==> src/rtl/serial_magnitude_comparator.sv <==
// Serial MSB-first magnitude comparator: DIGIT bits per cycle, early exit on the
// first differing digit, optional two's-complement ordering via MSB inversion.

module smc_digit_cmp #(
  parameter int DIGIT = 1
) (
  input  logic [DIGIT-1:0] a_dig,
  input  logic [DIGIT-1:0] b_dig,
  output logic             lt,
  output logic             gt
);
  assign lt = (a_dig < b_dig);
  assign gt = (a_dig > b_dig);
endmodule

module serial_magnitude_comparator #(
  parameter int WIDTH = 8,
  parameter int DIGIT = 1
) (
  input  logic             clk,
  input  logic             rst,
  input  logic             start,
  input  logic             signed_mode,
  input  logic [WIDTH-1:0] A,
  input  logic [WIDTH-1:0] B,
  output logic             busy,
  output logic             done,
  output logic             L,
  output logic             E,
  output logic             G
);
  localparam int N  = WIDTH / DIGIT;
  localparam int CW = $clog2(N + 1);

  typedef enum logic [1:0] {IDLE, CMP, DONE} state_t;

  state_t           state, state_nxt;
  logic [WIDTH-1:0] a_q, b_q;
  logic [CW-1:0]    k_q;
  logic             l_q, e_q, g_q;
  logic             dig_lt, dig_gt, last_dig;

  // Operands shift left each CMP cycle, so the current digit is always on top.
  smc_digit_cmp #(.DIGIT(DIGIT)) u_dig (
    .a_dig (a_q[WIDTH-1 -: DIGIT]),
    .b_dig (b_q[WIDTH-1 -: DIGIT]),
    .lt    (dig_lt),
    .gt    (dig_gt)
  );

  assign last_dig = (k_q == CW'(N - 1));

  always_comb begin
    state_nxt = state;
    case (state)
      IDLE:    if (start) state_nxt = CMP;
      CMP:     if (dig_lt || dig_gt || last_dig) state_nxt = DONE;
      DONE:    state_nxt = IDLE;
      default: state_nxt = IDLE;
    endcase
  end

  always_ff @(posedge clk) begin
    if (rst) begin
      state <= IDLE;
      a_q   <= '0;
      b_q   <= '0;
      k_q   <= '0;
      l_q   <= 1'b0;
      e_q   <= 1'b0;
      g_q   <= 1'b0;
    end else begin
      state <= state_nxt;
      case (state)
        IDLE: begin
          if (start) begin
            // Flipping the sign bit maps two's-complement order onto unsigned order.
            a_q <= signed_mode ? {~A[WIDTH-1], A[WIDTH-2:0]} : A;
            b_q <= signed_mode ? {~B[WIDTH-1], B[WIDTH-2:0]} : B;
            k_q <= '0;
            l_q <= 1'b0;
            e_q <= 1'b0;
            g_q <= 1'b0;
          end
        end
        CMP: begin
          if (dig_lt)        l_q <= 1'b1;
          else if (dig_gt)   g_q <= 1'b1;
          else if (last_dig) e_q <= 1'b1;
          else begin
            a_q <= a_q << DIGIT;
            b_q <= b_q << DIGIT;
            k_q <= k_q + CW'(1);
          end
        end
        default: ;
      endcase
    end
  end

  assign busy = (state == CMP);
  assign done = (state == DONE);
  assign L    = l_q;
  assign E    = e_q;
  assign G    = g_q;
endmodule

==> config.mk <==
export PLATFORM = sky130hd
export DESIGN_NAME = serial_magnitude_comparator
export DESIGN_NICKNAME = d
export VERILOG_FILES = /design/src/rtl/serial_magnitude_comparator.sv
export SDC_FILE = /design/constraint.sdc
export NUM_CORES = 1
export LEC_CHECK = 0
export CELL_PAD_IN_SITES_DETAIL_PLACEMENT = 1
export CELL_PAD_IN_SITES_GLOBAL_PLACEMENT = 1
export CORE_UTILIZATION = 39
export CTS_CLUSTER_DIAMETER = 100
export CTS_CLUSTER_SIZE = 40
export DETAILED_ROUTE_END_ITERATION = 10
export PLACE_DENSITY_LB_ADDON = 0.15
export SLEW_MARGIN = 0
export SYNTH_ARGS = -nofsm -noshare
export SYNTH_HDL_FRONTEND = slang
export SYNTH_HIERARCHICAL = 1
export SYNTH_SLANG_ARGS = --single-unit
==> constraint.sdc <==
create_clock -name clk -period 3.43 [get_ports clk]
set_input_delay 0.5145 -clock clk [delete_from_list [all_inputs] [get_ports clk]]
set_output_delay 0.5145 -clock clk [all_outputs]
set_load 0.005 [all_outputs]
; Word-level counts from Yosys, hierarchy flattened
; Cells that the tools add are included.
[classes]
n_addsub = 1
mul = 0
div_mod_pow = 0
n_lt_le_gt_ge = 2
eq_ne = 11
n_shift = 0
muxes = 30
bitwise = 2
reduce_logical = 9
[ops]
columns = cell, count
row1 = $mux W8, 10
row2 = $pmux W8 S2, 2
row3 = $mux W4, 4
row4 = $reduce_and A5 Y1, 2
row5 = $ne A2 B1 Y1 const B, 4
row6 = $ne A2 B2 Y1 const B, 4
row7 = $pmux W4 S2, 1
row8 = $mux W1, 7
row9 = $pmux W1 S2, 3
row10 = $add A4 B1 Y4 const B, 1
row11 = $eq A4 B3 Y1 const B, 1
row12 = $mux W2, 2
row13 = $pmux W2 S2, 1
row14 = $reduce_and A4 Y1, 1
row15 = $reduce_and A3 Y1, 1
row16 = $eq A2 B1 Y1 const B, 1
row17 = $eq A2 B2 Y1 const B, 1
row18 = $logic_not A2 Y1, 1
row19 = $logic_or A1 B1 Y1, 2
row20 = $not A1 Y1, 2
row21 = $reduce_and A2 Y1, 1
row22 = $reduce_bool A2 Y1, 1
row23 = $gt A1 B1 Y1, 1
row24 = $lt A1 B1 Y1, 1
[totals]
register_bits = 25
latch_bits = 0
mem_bits_rw = 0
mem_bits_ro = 0
inputBits = 20
out_inout_bits = 5
elab_cells = 62
n_memories = 0

; Logic depth before layout (Yosys ltp)
[depth]
ltp_word = 5
ltp_mapped = 6
mapped_depth_nobuf = 5

; Hierarchy
; The synthesis kept the hierarchy.
[by_module_without_submodules]
columns = module, instances, cells_per_inst, area_per_inst_um2, seq_area_each_um2
row1 = serial_magnitude_comparator, 1, 131, 1133.6, 500.5
row2 = smc_digit_cmp, 1, 2, 15.0, 0.0

; Worst setup path after synthesis
; OpenSTA, ideal clock, no wires.
[synth_path]
path_type = register to register
startpoint = register k_q[0]
endpoint = register k_q[3]
setup_ps = 74
t_arrival_ps = 1667
required_ps = 3356
path_slack_ps = 1689
path_stages_with_launch = 6
n_path_buf = 0
synth_period_minus_slack_ps = 1741
cell_sequence = dfxtp_1 -> ha_1 -> and3b_2 -> or3_1 -> or4_1 -> a31oi_1
[synth_between]
elab_chain_cells = 5
elab_cells_between_ends = 8
cone_classes = 1 x add/sub / 2 x eq/ne / 4 x mux / 1 x reduce/logical
[synth_rtl]
columns = element, line
row1 = "start, declared", 39  ; logic [CW-1:0] k_q;
row2 = "start signal, assigned", 93  ; k_q <= k_q + CW'(1);
row3 = $add A4 B1 Y4, 93
row4 = $mux W4, 89  ; else if (last_dig) e_q <= 1'b1;
row5 = $mux W4, 88  ; else if (dig_gt) g_q <= 1'b1;
row6 = $mux W4, 87  ; if (dig_lt) l_q <= 1'b1;
row7 = $pmux W4 S2, 74  ; case (state)
; Several ways; a longest one is shown, not always the timed one. The select of a mux whose other input is x is not followed.
; A chain may end at the register's enable or synchronous reset.

; Final worst setup path
[layout_path]
startpoint = register state[1]
endpoint = output busy
[layout_between]
elab_chain_cells = 1
[layout_rtl]
columns = element, line
row1 = "start, declared", 37  ; state_t state, state_nxt;
row2 = "start signal, assigned", 73  ; state <= state_nxt;
row3 = $eq A2 B1 Y1, 101  ; assign busy = (state == CMP);
row4 = "end, declared", 26  ; output logic busy,
; Every way passes these cells.

==> impl_summary.txt <==
----------------------------------------------------
[Floorplanning]
  Starting Density ... 41.3%
  Io pins ... 25
  Number of cell rows ... 19
  Core Footprint ... 0.00278 sq mm
  Total Die Area ... 0.00317 sq mm
  Die Span Y ... 56.3 microns
  Die outline width ... 56.3 microns

[Layout]
  Final std cell area, no fill ... 0.00141 sq mm
  Area taken by multi-input logic gates ... 589 sq um
  Register area ... 500 sq um
  Number of nets in the layout ... 176
  Number of inserted diodes ... 0
  # fillers ... 339
  Area Growth Syn to Fin ... 22.8%
  Share of post-route cells with drive strength above 1 ... 7.14%

[Routing]
  Post-detailed-routing wire length ... 2.69 mm
  DR DRC count ... 0
  Detailed Route Iter0 Violations ... 30
  Via density per instance ... 5.56
  Via Count ... 1029
  Antenna-violating nets left ... 0
  Average routed wire per standard cell ... 14.5 microns
  Number of iterations in the first detailed-routing pass ... 4

[Timing]
  Setup total negative slack ... 0 ns
  Clock Skew ... 0.00501 ns
  Transition time of the tightest slew-check pin ... 0.895 ns
  Setup-violating endpoint count in the final report ... 0
  Number of failing hold endpoints at the final stage ... 0
  Max Slew Vio Count ... 0
  Shortest clock period the worst path allows after layout ... 2.47 ns
  Maximum clock frequency ... 405 MHz
  RSZ-0062 raised after global routing ... no
  Worst-case headroom to the max-slew limit ... 40.1%
  Final period utilization ... 72.0%

[Clocking]
  Total setup buffers inserted after CTS ... 0
  CTS resizes ... 0
  Clock-pin slew on the worst setup and hold paths ... 0.13 ns
  Maximum root-to-sink buffer count ... 2
  CTS H-tree depth ... 1
  Number of sinks driven by the clock tree ... 25
  Clock tree from TritonCTS ... built
  Clk_lat worst skew ... 0.31 ns
  Hold buffers post-CTS ... 0
  TritonCTS buffer count ... 3
  Clock root buffer ... clkbuf_4

[Setup path]
  Max incr delay on CP ... 0.57 ns
  Req. time, crit path ... 2.92 ns
  Cell with the largest stage delay on the worst path ... clkdlybuf4s50_1
  Largest fanout on the critical path ... 21
  Crit. End Element ... output pin
  CP startpoint kind ... flop
  Path type of the worst setup path ... flop to output pin
  Sequence of cells on the critical path ... nand2b_1, buf_4, inv_2, clkdlybuf4s50_1
  Arrival time at the worst endpoint ... 1.95 ns

[Logic synthesis]
  Number of distinct library cell variants in the gate-level netlist after synthesis ... 36
  Avg Inst Size Synth ... 8.64 sq um
  Count of yosys warnings during synthesis ... 6
  Synth async-reset ratio ... 0%
  Post-synthesis cell area ... 0.00115 sq mm
  Post-Syn Nets ... 154
  Ys flop type ... dfxtp_1
  Number of synthesized flops with an enable pin ... 0
  Syn Inst Count ... 133
  Synth Register Bits ... 25
  Sequential cell area fraction in the yosys report ... 43.6%

[Pwr]
  Clk pwr share ... 20.4%
  Switching Power ... 201 uW
  Internal cell power ... 447 uW
  Portion of total power attributed to sequential cells ... 53.0%
  Part of the power in combinational logic ... 26.6%
  Sw frac ... 31.0%
  Worst IR drop on VDD ... 0.231 mV
  LEAKAGE ... 0.000521 uW
  Cell area power density ... 460 mW/mm^2

[Run]
  Number of max-capacitance violations reported ... 0

[Run status]
  Status ... finished clean

[Global routing]
  Wire length of the first global-routing pass ... 4.46 mm
  Remaining Overflow, GRT ... 0
  Via count of the first global-routing pass ... 1010
  Gr usage total ... 17.9%
  Number of antenna violations at the first check in global routing ... 0
  Maximum number of pins on one net before global-route repair ... 27

[Hold path]
  Worst hold path type ... flop to flop

[Placed design]
  Instance area after placement ... 0.00138 sq mm
  Number of port buffers ... 24
  Placer congestion estimate ... 0.700
  DP Wirelength ... 1.84 mm

----------------------------------------------------
## cell usage in the layout (no fill, tap or decap)
cell type | synthesis | routed
a31oi_1 | 1 | 1
a2bb2oi_4 | 1 | 1
xnor2_1 | 2 | 2
or3_1 | 1 | 1
nor4b_4 | 1 | 1
a32oi_1 | 1 | 1
clkbuf_4 | 0 | 3
a311oi_1 | 12 | 12
and2b_2 | 1 | 1
nor2_1 | 21 | 21
o211ai_1 | 2 | 2
inv_1 | 1 | 1
nor2b_1 | 2 | 2
nor3b_1 | 1 | 1
nor3_1 | 2 | 2
ha_1 | 1 | 1
inv_2 | 1 | 1
and3b_2 | 1 | 1
dfxtp_1 | 25 | 25
a21oi_1 | 4 | 4
nand3_1 | 2 | 2
o22ai_2 | 1 | 1
o21ai_0 | 1 | 1
nand2b_1 | 1 | 1
a22oi_1 | 4 | 4
buf_4 | 2 | 1
nand3b_1 | 1 | 1
mux2i_1 | 1 | 1
nor3b_2 | 1 | 1
clkbuf_1 | 1 | 1
or4_1 | 1 | 1
nand2_1 | 30 | 30
and2_1 | 1 | 1
clkdlybuf4s50_1 | 0 | 24
## stage by stage
step	hold WS [ns]	util (%)	worst slack (ns)	instances	power, uW
floorplan	0.436	-	1.69	133	469
finish	0.488	50.7	0.962	185	648
global route	0.509	50.7	0.826	185	690
global placement	0.451	49.8	1.08	181	516
CTS	0.490	50.7	0.929	185	659
detailed placement	0.470	49.8	0.967	181	524
## routing by layer
| metal | global-route usage [%] | wire [microns] | part of all wire, % |
|---|---|---|---|
| met5 | 0 | 0 | 0 |
| met4 | 7.32 | 26 | 0.97 |
| met3 | 2.07 | 88 | 3.3 |
| met2 | 28.4 | 1290 | 48 |
| met1 | 24.8 | 1280 | 48 |
## power groups by stage
| stage | registers [uW] | logic (uW) | clock network [uW] |
|---|---|---|---|
| finish | 343 | 173 | 132 |
| global route | 348 | 192 | 150 |
| CTS | 344 | 176 | 139 |
| detailed placement | 350 | 174 | 0 |
| global placement | 349 | 167 | 0 |
| floorplan | 345 | 124 | 0 |
## flip-flops by register name (all words and copies together) (netlist names)
signal and cells:
b_q 8, G 1, E 1, k_q 4, state 2, a_q 8, L 1
## synthesized netlist by cell type (all sizes together), types with 2 or more instances
| cell | n | area [sq um] |
|---|---|---|
| nand2 | 30 | 113 |
| dfxtp | 25 | 500 |
| nor2 | 21 | 78.8 |
| a311oi | 12 | 105 |
| buf | 5 | 28.8 |
| a21oi | 4 | 20.0 |
| a22oi | 4 | 30.0 |
| inv | 2 | 7.50 |
| nand3 | 2 | 10.0 |
| nor2b | 2 | 12.5 |
| nor3 | 2 | 10.0 |
| nor3b | 2 | 20.0 |
| o211ai | 2 | 15.0 |
| xnor2 | 2 | 17.5 |
## worst paths after layout
path,startpoint,to,slack [ns],depth (start not counted)
setup / recovery,state[1],busy,0.96,4
hold / removal,b_q[7],b_q[7],0.49,2
setup reg to reg,state[1],b_q[1],1.33,6
hold reg to reg,b_q[7],b_q[7],0.49,2
## kinds of logic (layout without fill, tap and decap cells)
group | Yosys count | after routing | synth area share [%]
multiplexers | 1 | 1 | 0.871
adder cells (fa/ha/maj) | 1 | 1 | 1.09
flip-flops | 25 | 25 | 43.6
XOR/XNOR | 2 | 2 | 1.53
AO/OA/AOI/OAI | 27 | 27 | 19.9
buffers and inverters | 10 | 31 | 5.12
AND/OR/NAND/NOR | 67 | 67 | 27.9
## worst max-delay path, delay by kind of cell (launching register included)
kind / cells / cell delay, ns
flops: 1 / 0.39
buf+inv: 3 / 1.08
simple gates: 1 / 0.17
## area by class of cell
type                       count  share of cell area [%]
clock buffer                   4                    1.86
inverter                       2                   0.532
timing repair buffer          25                    17.6
sequential                    25                    35.5
multi-input combinational     98                    41.8
tap                           31                    2.75
(Power assumes the default switching activity.)
